==> src/rtl/countdown_timer_8bit_pkg.sv <==
// Shared definitions for the 8-bit countdown timer: the state encoding
// used by the FSM and the default counter width.
package countdown_timer_8bit_pkg;

    localparam int WIDTH_DEFAULT = 8;

    typedef enum logic [1:0] {
        IDLE    = 2'd0,
        RUN     = 2'd1,
        EXPIRED = 2'd2
    } state_t;

endpackage

==> src/rtl/countdown_timer_8bit_if.sv <==
// Control/status bundle of the countdown timer. The master side drives
// enable, load and start; the slave side (the timer) returns the count
// and its status flags.
interface countdown_timer_8bit_if
    import countdown_timer_8bit_pkg::*;
#(
    parameter int WIDTH = WIDTH_DEFAULT
);

    logic             en;
    logic             load;
    logic [WIDTH-1:0] load_val;
    logic             start;
    logic [WIDTH-1:0] q;
    logic             busy;
    logic             zero;
    logic             done;

    modport master (
        output en, load, load_val, start,
        input  q, busy, zero, done
    );

    modport slave (
        input  en, load, load_val, start,
        output q, busy, zero, done
    );

endinterface

==> src/rtl/countdown_timer_8bit_dec.sv <==
// Borrow-chain decrementer: each bit toggles when every lower bit is zero,
// so the result is q - 1 (modulo 2^WIDTH) with no carry adder.
module dec_8bit
    import countdown_timer_8bit_pkg::*;
#(
    parameter int WIDTH = WIDTH_DEFAULT
) (
    input  logic [WIDTH-1:0] q,
    output logic [WIDTH-1:0] q_next
);

    assign q_next[0] = ~q[0];

    // Bit i borrows when all bits below it are zero.
    for (genvar i = 1; i < WIDTH; i++) begin : g_borrow
        assign q_next[i] = q[i] ^ ~|q[i-1:0];
    end

endmodule

==> src/rtl/countdown_timer_8bit.sv <==
// Loadable down counter with start/expire control and a one-cycle done
// pulse on expiry. Optional feature macro: COUNTDOWN_AUTORELOAD_EN, which
// reloads the count on expiry and keeps running instead of stopping.
module countdown_timer_8bit
    import countdown_timer_8bit_pkg::*;
#(
    parameter int WIDTH = WIDTH_DEFAULT
) (
    input  logic                  clk,
    input  logic                  reset,
    countdown_timer_8bit_if.slave bus
);

    localparam logic [WIDTH-1:0] ONE = WIDTH'(1);

    state_t           state;
    logic [WIDTH-1:0] q_reg;
    logic [WIDTH-1:0] reload_reg;
    logic [WIDTH-1:0] q_dec;
    logic             done_reg;

    dec_8bit #(.WIDTH(WIDTH)) u_dec (
        .q      (q_reg),
        .q_next (q_dec)
    );

    // FSM and datapath registers; load overrides start, start overrides en.
    // Expiry is taken at q == 1 so RUN never decrements through zero.
    always_ff @(posedge clk or negedge reset) begin
        if (!reset) begin
            state      <= IDLE;
            q_reg      <= '0;
            reload_reg <= '0;
            done_reg   <= 1'b0;
        end else begin
            done_reg <= 1'b0;
            if (bus.load) begin
                q_reg      <= bus.load_val;
                reload_reg <= bus.load_val;
                state      <= IDLE;
            end else begin
                case (state)
                    IDLE: begin
                        if (bus.start && (q_reg != '0)) begin
                            state <= RUN;
                        end
                    end
                    RUN: begin
                        if (bus.en) begin
                            if (q_reg == ONE) begin
                                done_reg <= 1'b1;
`ifdef COUNTDOWN_AUTORELOAD_EN
                                q_reg    <= reload_reg;
`else
                                q_reg    <= '0;
                                state    <= EXPIRED;
`endif
                            end else begin
                                q_reg <= q_dec;
                            end
                        end
                    end
                    EXPIRED: begin
                        if (bus.start && (reload_reg != '0)) begin
                            q_reg <= reload_reg;
                            state <= RUN;
                        end
                    end
                    default: begin
                        state <= IDLE;
                    end
                endcase
            end
        end
    end

    assign bus.q    = q_reg;
    assign bus.busy = (state == RUN);
    assign bus.zero = (q_reg == '0);
    assign bus.done = done_reg;

endmodule

==> src/flat_wrapper.sv <==
// flat-port wrapper written by rule: the top's interface ports become plain ports
module countdown_timer_8bit_flat import countdown_timer_8bit_pkg::*;
#(
    parameter int WIDTH = WIDTH_DEFAULT
)
  (clk, reset, bus_en, bus_load, bus_load_val, bus_start, bus_q, bus_busy, bus_zero, bus_done);
  countdown_timer_8bit_if #(.WIDTH(WIDTH)) bus_i ();
  input  logic clk;
  input  logic reset;
  input wire logic [$bits(bus_i.en)-1:0] bus_en;
  input wire logic [$bits(bus_i.load)-1:0] bus_load;
  input wire logic [$bits(bus_i.load_val)-1:0] bus_load_val;
  input wire logic [$bits(bus_i.start)-1:0] bus_start;
  output wire logic [$bits(bus_i.q)-1:0] bus_q;
  output wire logic [$bits(bus_i.busy)-1:0] bus_busy;
  output wire logic [$bits(bus_i.zero)-1:0] bus_zero;
  output wire logic [$bits(bus_i.done)-1:0] bus_done;
  assign bus_i.en = bus_en;
  assign bus_i.load = bus_load;
  assign bus_i.load_val = bus_load_val;
  assign bus_i.start = bus_start;
  assign bus_q = bus_i.q;
  assign bus_busy = bus_i.busy;
  assign bus_zero = bus_i.zero;
  assign bus_done = bus_i.done;
  countdown_timer_8bit #(.WIDTH(WIDTH)) u_core (.clk(clk), .reset(reset), .bus(bus_i));
endmodule
==> config.mk <==
export PLATFORM = sky130hd
export DESIGN_NAME = countdown_timer_8bit_flat
export DESIGN_NICKNAME = d
export VERILOG_FILES = /design/src/rtl/countdown_timer_8bit_pkg.sv /design/src/rtl/countdown_timer_8bit_if.sv /design/src/rtl/countdown_timer_8bit_dec.sv /design/src/rtl/countdown_timer_8bit.sv /design/src/flat_wrapper.sv
export SDC_FILE = /design/constraint.sdc
export NUM_CORES = 1
export LEC_CHECK = 0
export BUFFER_PORTS_ARGS = -buffer_cell sky130_fd_sc_hd__buf_2
export CAP_MARGIN = 40
export CORE_MARGIN = 2
export CORE_UTILIZATION = 52
export CTS_CLUSTER_SIZE = 12
export DETAILED_ROUTE_END_ITERATION = 7
export PLACE_DENSITY = 0.83
export SYNTH_ARGS = -nofsm -noshare
export SYNTH_HDL_FRONTEND = slang
export SYNTH_SLANG_ARGS = --single-unit
==> constraint.sdc <==
create_clock -name clk -period 2.3 [get_ports clk]
set_input_delay 0.23 -clock clk [delete_from_list [all_inputs] [get_ports clk]]
set_output_delay 0.23 -clock clk [all_outputs]
set_load 0.01 [all_outputs]
==> results of run 1 <==
-- repair_timing --
item	CTS	global route
buffers inserted	0	0
resized for setup	0	1
hold buffers	1	0
endpoints found under the hold margin	19	0
endpoints found under the setup margin	0	1
-- how the worst min path moves through the flow --
stage                          from  cells after the start                    to
global route        bus_load_val[6]                      2  u_core.reload_reg[6]
finish              bus_load_val[7]                      2  u_core.reload_reg[7]
global placement              reset                      1       u_core.bus.done
detailed placement            reset                      1       u_core.state[1]
floorplan                     reset                      0       u_core.bus.done
CTS                 bus_load_val[6]                      2  u_core.reload_reg[6]
-- cells in the mapped netlist (2+ instances only) --
library cell | count | area (um^2)
dfrtp_1 | 19 | 475
mux2i_1 | 4 | 40.0
nand3_1 | 2 | 10.0
a32oi_1 | 2 | 17.5
o21ai_1 | 3 | 15.0
o21ai_0 | 2 | 10.0
nor2b_1 | 7 | 43.8
a222oi_1 | 5 | 50.1
ha_1 | 4 | 50.1
nor3_1 | 2 | 10.0
mux2_2 | 8 | 90.1
or4_4 | 2 | 22.5
nor2_1 | 3 | 11.3
and2_1 | 2 | 12.5
nand2_1 | 3 | 11.3
a21oi_1 | 2 | 10.0
clkbuf_1 | 3 | 11.3
inv_1 | 7 | 26.3
-- area by class of cell --
class | count | area [um^2] | area share [%]
Clock buffer | 3 | 22.5 | 1.76
Clock inverter | 1 | 5.00 | 0.391
Inverter | 7 | 26.3 | 2.05
Multi-Input combinational cell | 70 | 583 | 45.6
Sequential cell | 19 | 475 | 37.2
Tap cell | 27 | 33.8 | 2.64
Timing Repair Buffer | 25 | 133 | 10.4
-- power by group through the flow --
stage,clock network [W],logic [W],registers [W]
after detailed placement,0,0.000284,0.000448
final,0.000179,0.000291,0.000444
after floorplan,0,0.000168,0.000454
after global routing,0.000193,0.000324,0.000451
after global placement,0,0.000273,0.000447
after CTS,0.000179,0.000290,0.000441
-- per-layer routing --
layer / vias up / track usage (%)
met5: - / 0
met4: 0 / 11.1
met3: 7 / 3.94
met2: 42 / 34.7
met1: 474 / 30.4
li1: 431 / -
-- placed cells by master (no fill, tap or decap), types with 2 or more instances in the layout --
| cell type | Yosys | layout |
|---|---|---|
| buf_2 | 1 | 23 |
| dfrtp_1 | 19 | 19 |
| mux2_2 | 8 | 8 |
| inv_1 | 7 | 7 |
| nor2b_1 | 7 | 7 |
| a222oi_1 | 5 | 5 |
| mux2i_1 | 4 | 4 |
| ha_1 | 4 | 4 |
| nor2_1 | 3 | 3 |
| nand2_1 | 3 | 3 |
| o21ai_1 | 3 | 3 |
| clkbuf_4 | 0 | 3 |
| nor3_1 | 2 | 2 |
| or4_4 | 2 | 2 |
| nand3_1 | 2 | 2 |
| and2_1 | 2 | 2 |
| a21oi_1 | 2 | 2 |
| o21ai_0 | 2 | 2 |
| a32oi_1 | 2 | 2 |
-- critical path, delay by kind of cell (launching register included) --
| family | cells | cell delay [ns] |
|---|---|---|
| adder cells (fa/ha/maj) | 1 | 0.21 |
| buffers and inverters | 2 | 0.25 |
| flip-flops | 1 | 0.41 |
| AND/OR/NAND/NOR | 2 | 0.57 |
-- through the flow --
step / setup slack [ns] / total power, W / instance area, um^2
final: 0.310 / 0.000914 / 1280
after global routing: 0.188 / 0.000968 / 1280
after CTS: 0.0918 / 0.000911 / 1270
after detailed placement: 0.360 / 0.000732 / 1240
after global placement: 0.411 / 0.000720 / 1240
after floorplan: 0.546 / 0.000622 / 1100
-- cell families after synthesis --
| logic type | Yosys count | synth area share [%] |
|---|---|---|
| buffers and inverters | 11 | 3.88 |
| muxes | 12 | 11.9 |
| DFF | 19 | 43.4 |
| AOI/OAI and AO/OA | 25 | 18.8 |
| and+or+nand+nor | 29 | 17.5 |
| adders and majority gates | 4 | 4.57 |
==> flow_summary.toml, run 1 <==
[synthesis]
ys_dominant_reg_cell = "dfrtp_1"
ys_ff_latch = 19
ys_warn_count = 0
avgSynthCellArea_um2 = 11.0
synthArstFlopShare_pct = 100
synth_cells = 100
ys_types = 38
synth_edf_count = 0
synth_fp_nets = 117
synthesis.area_mm2 = 0.00110
seq_area_frac_synth_pct = 43.4

[timing]
final_hold_viol_count = 0
finalCritPeriodShare_pct = 86.5
rsz0062_at_grt = "no"
final-max-slew-violation-count = 0
period_needed_ns = 1.99
slew_headroom_pct = 60.8
skew_ns = 0.00667
hold_ws_ns = 0.162
setup_violations = 0
tns_ns = 0
worst_pin_slew_ns = 0.584
max_freq_mhz = 502

[route]
drt_first_iter_violations = 37
drt-met1-wl_um = 1090
viasPerCell = 6.28
met3_length_um = 157
drc = 0
dr_wl_met2_um = 1250
wl_per_cell_um = 16.8
drt_first_pass_iters = 4
antenna_left = 0
wl_um = 2550
vias = 954
highest_layer = "met4"

[global_routing]
antenna_found_initial = 0
grt_overflow_total = 0
grt_pass1_wl_um = 4210
track_usage_pct = 22.5
grt_max_degree = 27
grt_pass1_vias = 882

[clock_tree]
cts_root_buffer = "clkbuf_4"
cts_tree = "built"
path_clk_slew_ns = 0.12
htree_levels = 1
insertion_delay_ns = 0.31
cts.sinks = 19
clockBufferDepth = 2
cts_buffers = 3

[cells_and_area]
synthToLayoutAreaGrowth_pct = 16.7
stdcell_count = 152
final_core_util_pct = 64.5
fin_nets = 143
diodes = 0
nFillCells = 165
drive_gt1_share_pct = 35.2

[worst_hold_path]
hold_path_class = "primary input to register"

[critical_path]
path_max_fanout = 4
rr_startpoint = "u_core.bus.q[1]"
r2r-end = "u_core.bus.q[5]"
required_ns = 2.07
critical_path_class = "register to primary output"
cp-endpoint = "bus_zero"
reg2reg_depth = 6
cp.arrival_ns = 1.76
start_kind = "register"
max_stage_delay_ns = 0.41
crit_start = "u_core.bus.q[0]"
cp_slowest_cell = "dfrtp_1"
path_cells = "inv_1, ha_1, nor3b_2, and3_1, buf_2"
ff2ff_setup_slack_ns = 0.37
end_kind = "primary output"

[outcome]
status = "completed"

[power]
power_frac_seq_pct = 48.6
internal_power_w = 0.000583
p_sw_w = 0.000331
combPwrFrac_pct = 31.8
p_leak_nw = 0.604
clkPwrFrac_pct = 19.6
ir_drop_uv = 438
p_per_area_mw_per_mm2 = 715
netSwitchingFraction_pct = 36.2

[die]
rows = 16
die_area_mm2 = 0.00249
start_util_pct = 55.3
die_h_um = 49.9
core-area_mm2 = 0.00198
ios = 24
die_w_um = 49.9

[placement]
placed_cells = 147
dp_hpwl_um = 1820
portBuffers = 23
gp_congestion = 0.857

[job]
drv_cap = 0
No activity file was read; power rests on OpenSTA's default activity.
==> run 2, diff against run 1 <==
--- a/config.mk
+++ b/config.mk
@@ -11,6 +11,7 @@
 export CORE_UTILIZATION = 52
 export CTS_CLUSTER_SIZE = 12
 export DETAILED_ROUTE_END_ITERATION = 7
+export MAX_ROUTING_LAYER = met4
 export PLACE_DENSITY = 0.83
 export SYNTH_ARGS = -nofsm -noshare
 export SYNTH_HDL_FRONTEND = slang
==> run 2 against run 1 <==
Against the previous run:
- cell count stayed put
- fmax is 0.29% higher
- core utilization stayed put
- power is 0.23% lower
- sequential share of layout area stayed put
- highest routed layer unchanged
==> flow_summary.toml, run 2 (same netlist as run 1, synthesis figures left out) <==
[route]
vias = 959
drt_first_iter_violations = 38
drc = 0
wl_per_cell_um = 16.7
viasPerCell = 6.31
antenna_left = 0
drt_first_pass_iters = 4
wl_um = 2540

[critical_path]
max_stage_delay_ns = 0.41
r2r-end = "u_core.bus.q[5]"
cp_slowest_cell = "dfrtp_1"
path_max_fanout = 4
path_cells = "inv_1, ha_1, nor3b_2, and3_1, buf_2"
cp.arrival_ns = 1.75
rr_startpoint = "u_core.bus.q[1]"
required_ns = 2.07
end_kind = "primary output"
critical_path_class = "register to primary output"
cp-endpoint = "bus_zero"
ff2ff_setup_slack_ns = 0.36
start_kind = "register"
crit_start = "u_core.bus.q[0]"
reg2reg_depth = 6

[global_routing]
grt_max_degree = 27
grt_overflow_total = 0
antenna_found_initial = 0
track_usage_pct = 23.1
grt_pass1_wl_um = 4210
grt_pass1_vias = 880

[clock_tree]
path_clk_slew_ns = 0.11
cts_tree = "built"
insertion_delay_ns = 0.30
cts_setup_buffers = 0
clockBufferDepth = 2
cts_root_buffer = "clkbuf_4"
htree_levels = 1
cts.sinks = 19
cts_buffers = 3

[cells_and_area]
synthToLayoutAreaGrowth_pct = 16.7
drive_gt1_share_pct = 35.2
mostFrequentLayoutCell = "buf_2"
fin_nets = 143
layout_common_cells = "buf_2 (23), dfrtp_1 (19), mux2_2 (8)"
final_core_util_pct = 64.5
diodes = 0

[timing]
period_needed_ns = 1.98
tns_ns = 0
final_hold_viol_count = 0
rsz0062_at_grt = "no"
slew_headroom_pct = 61.1
max_freq_mhz = 504
finalCritPeriodShare_pct = 86.3
final-max-slew-violation-count = 0
skew_ns = 0.00234
worst_pin_slew_ns = 0.579
setup_violations = 0

[outcome]
status = "completed"

[die]
die_w_um = 49.9
core-area_mm2 = 0.00198
rows = 16
die_area_mm2 = 0.00249
start_util_pct = 55.3
die_h_um = 49.9
ios = 24

[placement]
dp_hpwl_um = 1820
gp_congestion = 0.870
portBuffers = 23

[power]
p_per_area_mw_per_mm2 = 713
ir_drop_uv = 428
p_leak_nw = 0.604
finalPower_w = 0.000912

[job]
drv_cap = 0

[worst_hold_path]
hold_path_class = "primary input to register"
run 2: what timing repair did:
item                                    CTS  global route
endpoints found under the setup margin    0             1
hold buffers                              1             0
endpoints found under the hold margin    19             0
gates resized for setup                   0             1
run 2: worst min-delay path by stage:
stage	start	to	slack, ns	depth (start not counted)
2_1_floorplan	reset	u_core.bus.done	-0.07	0
5_1_grt	bus_load_val[6]	u_core.reload_reg[6]	0.16	2
6_report	bus_load_val[6]	u_core.reload_reg[6]	0.17	2
3_5_place_dp	reset	u_core.state[1]	0.19	1
4_1_cts	bus_load_val[6]	u_core.reload_reg[6]	0.16	2
3_3_place_gp	reset	u_core.bus.done	0.19	1
run 2: worst max-delay path, delay by kind of cell (launching register included):
kind                     cells  cell delay [ns]
buffers and inverters        2             0.25
adder cells (fa/ha/maj)      1             0.21
AND/OR/NAND/NOR              2             0.57
flip-flops                   1             0.41
run 2: metal layers:
metal | vias up | global-route usage, % | part of all wire [%]
met3 | 7 | 3.64 | 5.0
met1 | 482 | 30.2 | 44
met4 | 0 | 11.1 | 2.3
li1 | 431 | - | -
met5 | - | - | 0
met2 | 39 | 34.9 | 49
run 2: layout make-up:
cell class	count	area [um^2]
Fill cell	165	703
Multi-Input combinational cell	70	583
Sequential cell	19	475
Timing Repair Buffer	25	133
Tap cell	27	33.8
Inverter	7	26.3
Clock buffer	3	22.5
Clock inverter	1	5.00
run 2: through the flow:
| step | worst slack, ns | hold slack (ns) | instances | area, um^2 |
|---|---|---|---|---|
| after global routing | 0.188 | 0.160 | 152 | 1280 |
| after floorplan | 0.546 | -0.0656 | 100 | 1100 |
| final | 0.315 | 0.165 | 152 | 1280 |
| after detailed placement | 0.360 | 0.195 | 147 | 1240 |
| after CTS | 0.0918 | 0.161 | 152 | 1270 |
| after global placement | 0.411 | 0.189 | 147 | 1240 |
run 2: power by group:
part	switching, W	internal [W]
logic	0.000159	0.000133
clock network	0.000111	0.0000650
registers	0.0000586	0.000386
